File: src/rtl/axis_rr_packet_merge.sv
// axis_rr_packet_merge: round-robin N-to-1 AXI-Stream merger with optional packet lock.
// Output is a single register stage; each beat is tagged with its source channel.
module axis_rr_packet_merge #(
    parameter int NUM   = 4,
    parameter int DSIZE = 8,
    parameter     MODE  = "PACKET",
    parameter int CW    = (NUM > 1) ? $clog2(NUM) : 1
) (
    input  logic                   clock,
    input  logic                   rst,
    input  logic [NUM-1:0]         s_tvalid,
    output logic [NUM-1:0]         s_tready,
    input  logic [NUM*DSIZE-1:0]   s_tdata,
    input  logic [NUM-1:0]         s_tlast,
    output logic                   m_tvalid,
    input  logic                   m_tready,
    output logic [DSIZE-1:0]       m_tdata,
    output logic                   m_tlast,
    output logic [CW-1:0]          m_tdest
);
    localparam bit BEAT = (MODE == "BEAT");
    typedef enum logic {IDLE, LOCK} state_t;
    state_t state, state_nx;
    logic [CW-1:0] ptr, ptr_nx, lock_ch, lock_nx, search, grant, grant_inc;
    logic found, has_grant, load, accept, acc_last;
    // Descending scan so the channel closest to ptr (in wrap order) wins.
    always_comb begin
        found  = 1'b0;
        search = '0;
        for (int k = NUM - 1; k >= 0; k--) begin
            if (s_tvalid[(int'(ptr) + k) % NUM]) begin
                found  = 1'b1;
                search = CW'((int'(ptr) + k) % NUM);
            end
        end
    end
    assign grant     = (state == LOCK) ? lock_ch : search;
    assign has_grant = (state == LOCK) || found;
    assign load      = !m_tvalid || m_tready;
    assign s_tready  = (load && has_grant && !rst) ? (NUM'(1) << grant) : '0;
    assign accept    = |(s_tvalid & s_tready);
    assign acc_last  = s_tlast[grant];
    assign grant_inc = (grant == CW'(NUM - 1)) ? '0 : grant + 1'b1;
    always_comb begin
        state_nx = state;
        ptr_nx   = ptr;
        lock_nx  = lock_ch;
        if (accept) begin
            if (BEAT || acc_last) begin
                state_nx = IDLE;
                ptr_nx   = grant_inc;
            end else if (state == IDLE) begin
                state_nx = LOCK;
                lock_nx  = grant;
            end
        end
    end
    always_ff @(posedge clock) begin
        if (rst) begin
            state   <= IDLE;
            ptr     <= '0;
            lock_ch <= '0;
        end else begin
            state   <= state_nx;
            ptr     <= ptr_nx;
            lock_ch <= lock_nx;
        end
    end
    always_ff @(posedge clock) begin
        if (rst) begin
            m_tvalid <= 1'b0;
            m_tdata  <= '0;
            m_tlast  <= 1'b0;
            m_tdest  <= '0;
        end else if (load) begin
            m_tvalid <= accept;
            if (accept) begin
                m_tdata <= s_tdata[grant*DSIZE +: DSIZE];
                m_tlast <= acc_last;
                m_tdest <= grant;
            end
        end
    end
endmodule

File: config.mk
export PLATFORM = sky130hd
export DESIGN_NAME = axis_rr_packet_merge
export DESIGN_NICKNAME = d
export VERILOG_FILES = /design/src/rtl/axis_rr_packet_merge.sv
export SDC_FILE = /design/constraint.sdc
export NUM_CORES = 1
export LEC_CHECK = 0
export ABC_AREA = 1
export CAP_MARGIN = 20
export CELL_PAD_IN_SITES_DETAIL_PLACEMENT = 0
export CELL_PAD_IN_SITES_GLOBAL_PLACEMENT = 1
export CORE_ASPECT_RATIO = 0.8
export CORE_MARGIN = 2
export CORE_UTILIZATION = 30
export CTS_BUF_LIST = sky130_fd_sc_hd__clkbuf_16
export DETAILED_ROUTE_END_ITERATION = 8
export PLACE_DENSITY = 0.87
export SLEW_MARGIN = 20
export SYNTH_ARGS = -nofsm -noshare
export SYNTH_HDL_FRONTEND = slang
export SYNTH_SLANG_ARGS = --single-unit
File: constraint.sdc
create_clock -name clock -period 6 [get_ports clock]
set_input_delay 0.9 -clock clock [delete_from_list [all_inputs] [get_ports clock]]
set_output_delay 0.9 -clock clock [all_outputs]
set_load 0.02 [all_outputs]
# After elaboration in Yosys (flattened, before gate mapping)
# Index checks and enable logic that the tools add are counted.
classes:
  n_addsub: 4
  reduce_logical: 13
  shift: 2
  n_eq_ne: 1
  n_bitwise: 6
  div: 0
  muxes: 25
  n_lt_le_gt_ge: 5
  n_mul: 0
ops:
  columns: ["cell", "count"]
  rows:
  - ["32-bit by 6-bit indexed part select with 8-bit output", 1]
  - ["1-bit 2-to-1 mux", 13]
  - ["3-bit by 4-bit less-than comparator with 1-bit output, second input constant", 3]
  - ["2-bit 2-to-1 mux", 6]
  - ["1-bit binary-select mux with 2-bit select", 5]
  - ["2-bit by 3-bit less-than comparator with 1-bit output, second input constant", 2]
  - ["2-bit OR reduction", 3]
  - ["2-bit by 1-bit adder with 2-bit output, second input constant", 2]
  - ["2-bit adder, second input constant", 2]
  - ["4-bit bitwise AND", 1]
  - ["4-bit 2-to-1 mux", 1]
  - ["2-bit AND reduction", 2]
  - ["4-bit OR reduction", 1]
  - ["1-bit by 2-bit left shift with 4-bit output, first input constant", 1]
  - ["1-bit bitwise AND, first input constant", 3]
  - ["3-bit AND reduction", 1]
  - ["2-bit == test, second input constant", 1]
  - ["1-bit logical AND", 2]
  - ["1-bit logical NOT", 2]
  - ["1-bit logical OR", 2]
  - ["1-bit inverter", 2]
totals:
  romBits: 0
  mem_bits_rw: 0
  out_inout_bits: 16
  n_memories: 0
  latchBits: 0
  word_cells: 63
  input_bits: 43
  register_bits: 17

# Logic depth before layout (Yosys ltp)
depth:
  word_depth: 17
  depth_mapped: 22
  mapped_depth_nobuf: 20

# Worst setup path before layout
# Ideal clock, no wire load.
synth_path:
  kind: "in2out"
  from: "input port s_tvalid[0]"
  to: "output port s_tready[3]"
  setup_slack_ps: 2769
  required_ps: 5100
  cell_stages: 14
  arrival_ps: 2331
  cell_sequence: "inv_1 -> o21ai_0 -> nand2_1 -> nand2_1 -> inv_1 -> nand2_1 -> nand2_1 -> nand3_2 -> nand2_4 -> inv_1 -> buf_2 -> ha_1 -> inv_1 -> nor2_1"
synth_via:
  elab_chain_cells: 11
synth_lines:
  columns: ["item", "line", "rtl"]
  rows:
  - ["from (decl)", "11", "input logic [NUM-1:0] s_tvalid,"]
  - ["1-bit binary-select mux with 2-bit select", "31", "if (s_tvalid[(int'(ptr) + k) % NUM]) begin"]
  - ["1-bit 2-to-1 mux (not written as such) (2 in series)", "31", null]
  - ["1-bit 2-to-1 mux (4 in series)", "31", null]
  - ["1-bit logical OR", "38", "assign has_grant = (state == LOCK) || found;"]
  - ["1-bit logical AND (2 in series)", "40", "assign s_tready = (load && has_grant && !rst) ? (NUM'(1) << grant) : '0;"]
  - ["4-bit 2-to-1 mux (*)", "40", null]
  - ["to (decl)", "12", "output logic [NUM-1:0] s_tready,"]
# Mark *: on every way between the ends. The rest lies on a longest branch, timed or not. The select of a mux whose other input is x is not followed.

# Worst setup path in the final report
# Same ends and word-level chain as after synthesis.

==> metrics <==
final worst path period share 79.6%; Avg WL per Cell 11.6 um; vias post-DR 1523; kind of end point of the critical path output port; post-synth cell types 23; type of origin of the critical path input pin; hold buffers post-CTS 0; largest net degree at the start of global routing 25; core box area 0.00423 sq mm; critical path type input pin to output port; Fillers 422; Post-Route WL 3800 um; I/O Buffers 58; Placed Area 0.00191 sq mm; die area 0.00499 sq mm; I/O pins 59; final hold vios 0; wl on met1 1880 um; Hold Crit Class flop to flop; Layout area overhead 49.5%; Synth Instances 216; fin crit period 4780 ps; total gr overflow 0; Worst VDD drop 0.000252 V; first-pass GRT wire length 6480 um; WL met3 289 um; Via density 4.67; Final setup violation count 0; Worst-Margin Slew 565 ps; post-CTS sizing 0; Avg Inst Size Synth 6.16 sq um; clk buf depth 2; worst rel slew slack 62.3%; share of cells above drive strength 1 8.92%; Setup Fix Bufs, Post-CTS 0; row cnt 21; R2R setup slack 2790 ps; CTS tree done; hpwl dp 2790 um; gr usage total 16.2%; #FFs+latches synth 17; Worst Skew 2.60 ps; Remaining DRCs 0; Leak 0.874 nW; uppermost layer routed met4; cell accounting for the most synthesized area dfxtp_1; Highest Clock Rate 0.209 GHz; Reg clk slew, reported paths 50 ps; DRT Pass-1 Iters 4; die width 78.4 um; initial core utilization 31.4%; Root Buffer clkbuf_16; max-slew violation count 0; final instance area 0.00199 sq mm; Num Clock Sinks 17; crit path DAT 3880 ps; Ys Warns 0; Synth area leaders dfxtp_1 26%, nor2_1 15%, nand2_1 9.3%; pwr dens 508 mW/mm^2; htree depth 1; max-cap viol count 0; Final GP Congestion 0.806; CP max FO 24; clk_lat worst skew 250 ps; # diodes 0; drt initial violations 66; CP Data Required Time 5100 ps; top cell type's share of synthesized area 25.6%; Syn Std Cell Area 0.00133 sq mm; status finished, final reports clean; DR WL met2 1550 um; antenna violations before repair 0; nets 314; Vert. Die Dim 63.6 um; syn_nets 260; TritonCTS Buffers 3; setup TNS 0 ps; post-synthesis sequential area ratio 25.6%; post-route ant nets 0; RSZ-0062 raised after global routing false; vias in the first global route 1405
[worst max-delay path, cell delays in order]
cell,delay [ps]
clkdlybuf4s50_1,510
inv_1,70
o21ai_0,270
nand2_1,80
nand2_1,60
inv_1,40
nand2_1,50
nand2_1,50
nand3_2,110
nand2_4,170
inv_1,480
ha_1,240
inv_1,50
nor2_1,130
clkdlybuf4s50_1,620
[cell usage in the layout (no fill, tap or decap), drive strengths merged]
master / synthesis / routed
a21oi: 5 / 5
clkbuf: 0 / 3
clkdlybuf4s50: 0 / 58
dfxtp: 17 / 17
ha: 1 / 1
inv: 24 / 25
nand2: 42 / 42
nand3: 20 / 20
nor2: 56 / 56
nor3: 2 / 2
o21ai: 31 / 31
o22ai: 8 / 8
or2: 1 / 1
[layer usage]
layer  vias up  track usage [%]
li1        800                -
met1       664             23.9
met2        52             23.4
met3         7             1.86
met4         0             7.02
met5         -                0
[power by group]
| part | switching [W] | total [W] | internal, W |
|---|---|---|---|
| sequential | 0.0000309 | 0.000184 | 0.000153 |
| clock | 0.0000446 | 0.000133 | 0.0000886 |
| combinational | 0.000439 | 0.000692 | 0.000253 |
| total | 0.000514 | 0.00101 | 0.000495 |
[final cells by class]
| type | count | area, sq um | share of cell area (%) |
|---|---|---|---|
| Sequential cell | 17 | 340 | 17.1 |
| Clock buffer | 3 | 75.1 | 3.78 |
| Tap cell | 57 | 71.3 | 3.59 |
| Clock inverter | 1 | 3.75 | 0.189 |
| Multi-Input combinational cell | 166 | 827 | 41.6 |
| Timing Repair Buffer | 58 | 581 | 29.2 |
| Inverter | 24 | 90.1 | 4.53 |
[Yosys cell counts]
library cell,instances
o22ai_1,8
nor2_2,2
nand2_4,6
dfxtp_1,17
nor2_4,1
nand3_2,3
nand3_1,16
buf_4,1
a21oi_1,3
a21oi_2,2
inv_1,22
nor3_1,2
inv_2,2
o21ai_0,21
ha_1,1
nand2_1,33
nand2_2,3
o21ai_1,10
buf_2,4
nand3_4,1
or2_2,1
nor2_1,53
buf_6,4
[flip-flops by register name (all words and copies together) (netlist names)]
register,flops
m_tlast,1
lock_ch,2
m_tvalid,1
m_tdest,2
state,1
ptr,2
m_tdata,8
[worst paths after layout]
check / start / to / depth (start not counted)
worst max register to register: ptr[0]$_SDFFE_PP0P_ / lock_ch[1]$_SDFFE_PP0P_ / 18
worst min-delay path: lock_ch[1]$_SDFFE_PP0P_ / lock_ch[1]$_SDFFE_PP0P_ / 2
worst min register to register: lock_ch[1]$_SDFFE_PP0P_ / lock_ch[1]$_SDFFE_PP0P_ / 2
worst max-delay path: s_tvalid[0] / s_tready[3] / 15
[through the flow]
| stage | hold WS [ps] | utilization, % | total power, W | cells | setup slack, ps |
|---|---|---|---|---|---|
| after floorplan | 447 | - | 0.000722 | 216 | 2770 |
| after global placement | 466 | 45.1 | 0.000873 | 322 | 1300 |
| after detailed placement | 474 | 45.1 | 0.000878 | 322 | 1230 |
| after CTS | 487 | 47.0 | 0.00102 | 326 | 1220 |
| after global routing | 513 | 47.0 | 0.00111 | 326 | 871 |
| final | 482 | 47.0 | 0.00101 | 326 | 1220 |
[cells by family after synthesis]
logic type / synth area share [%]
AO/OA/AOI/OAI: 17.9
adder cells (fa/ha/maj): 0.941
AND/OR/NAND/NOR: 43.4
buffers and inverters: 12.2
flip-flops: 25.6
No activity file was read; power rests on OpenSTA's default activity.
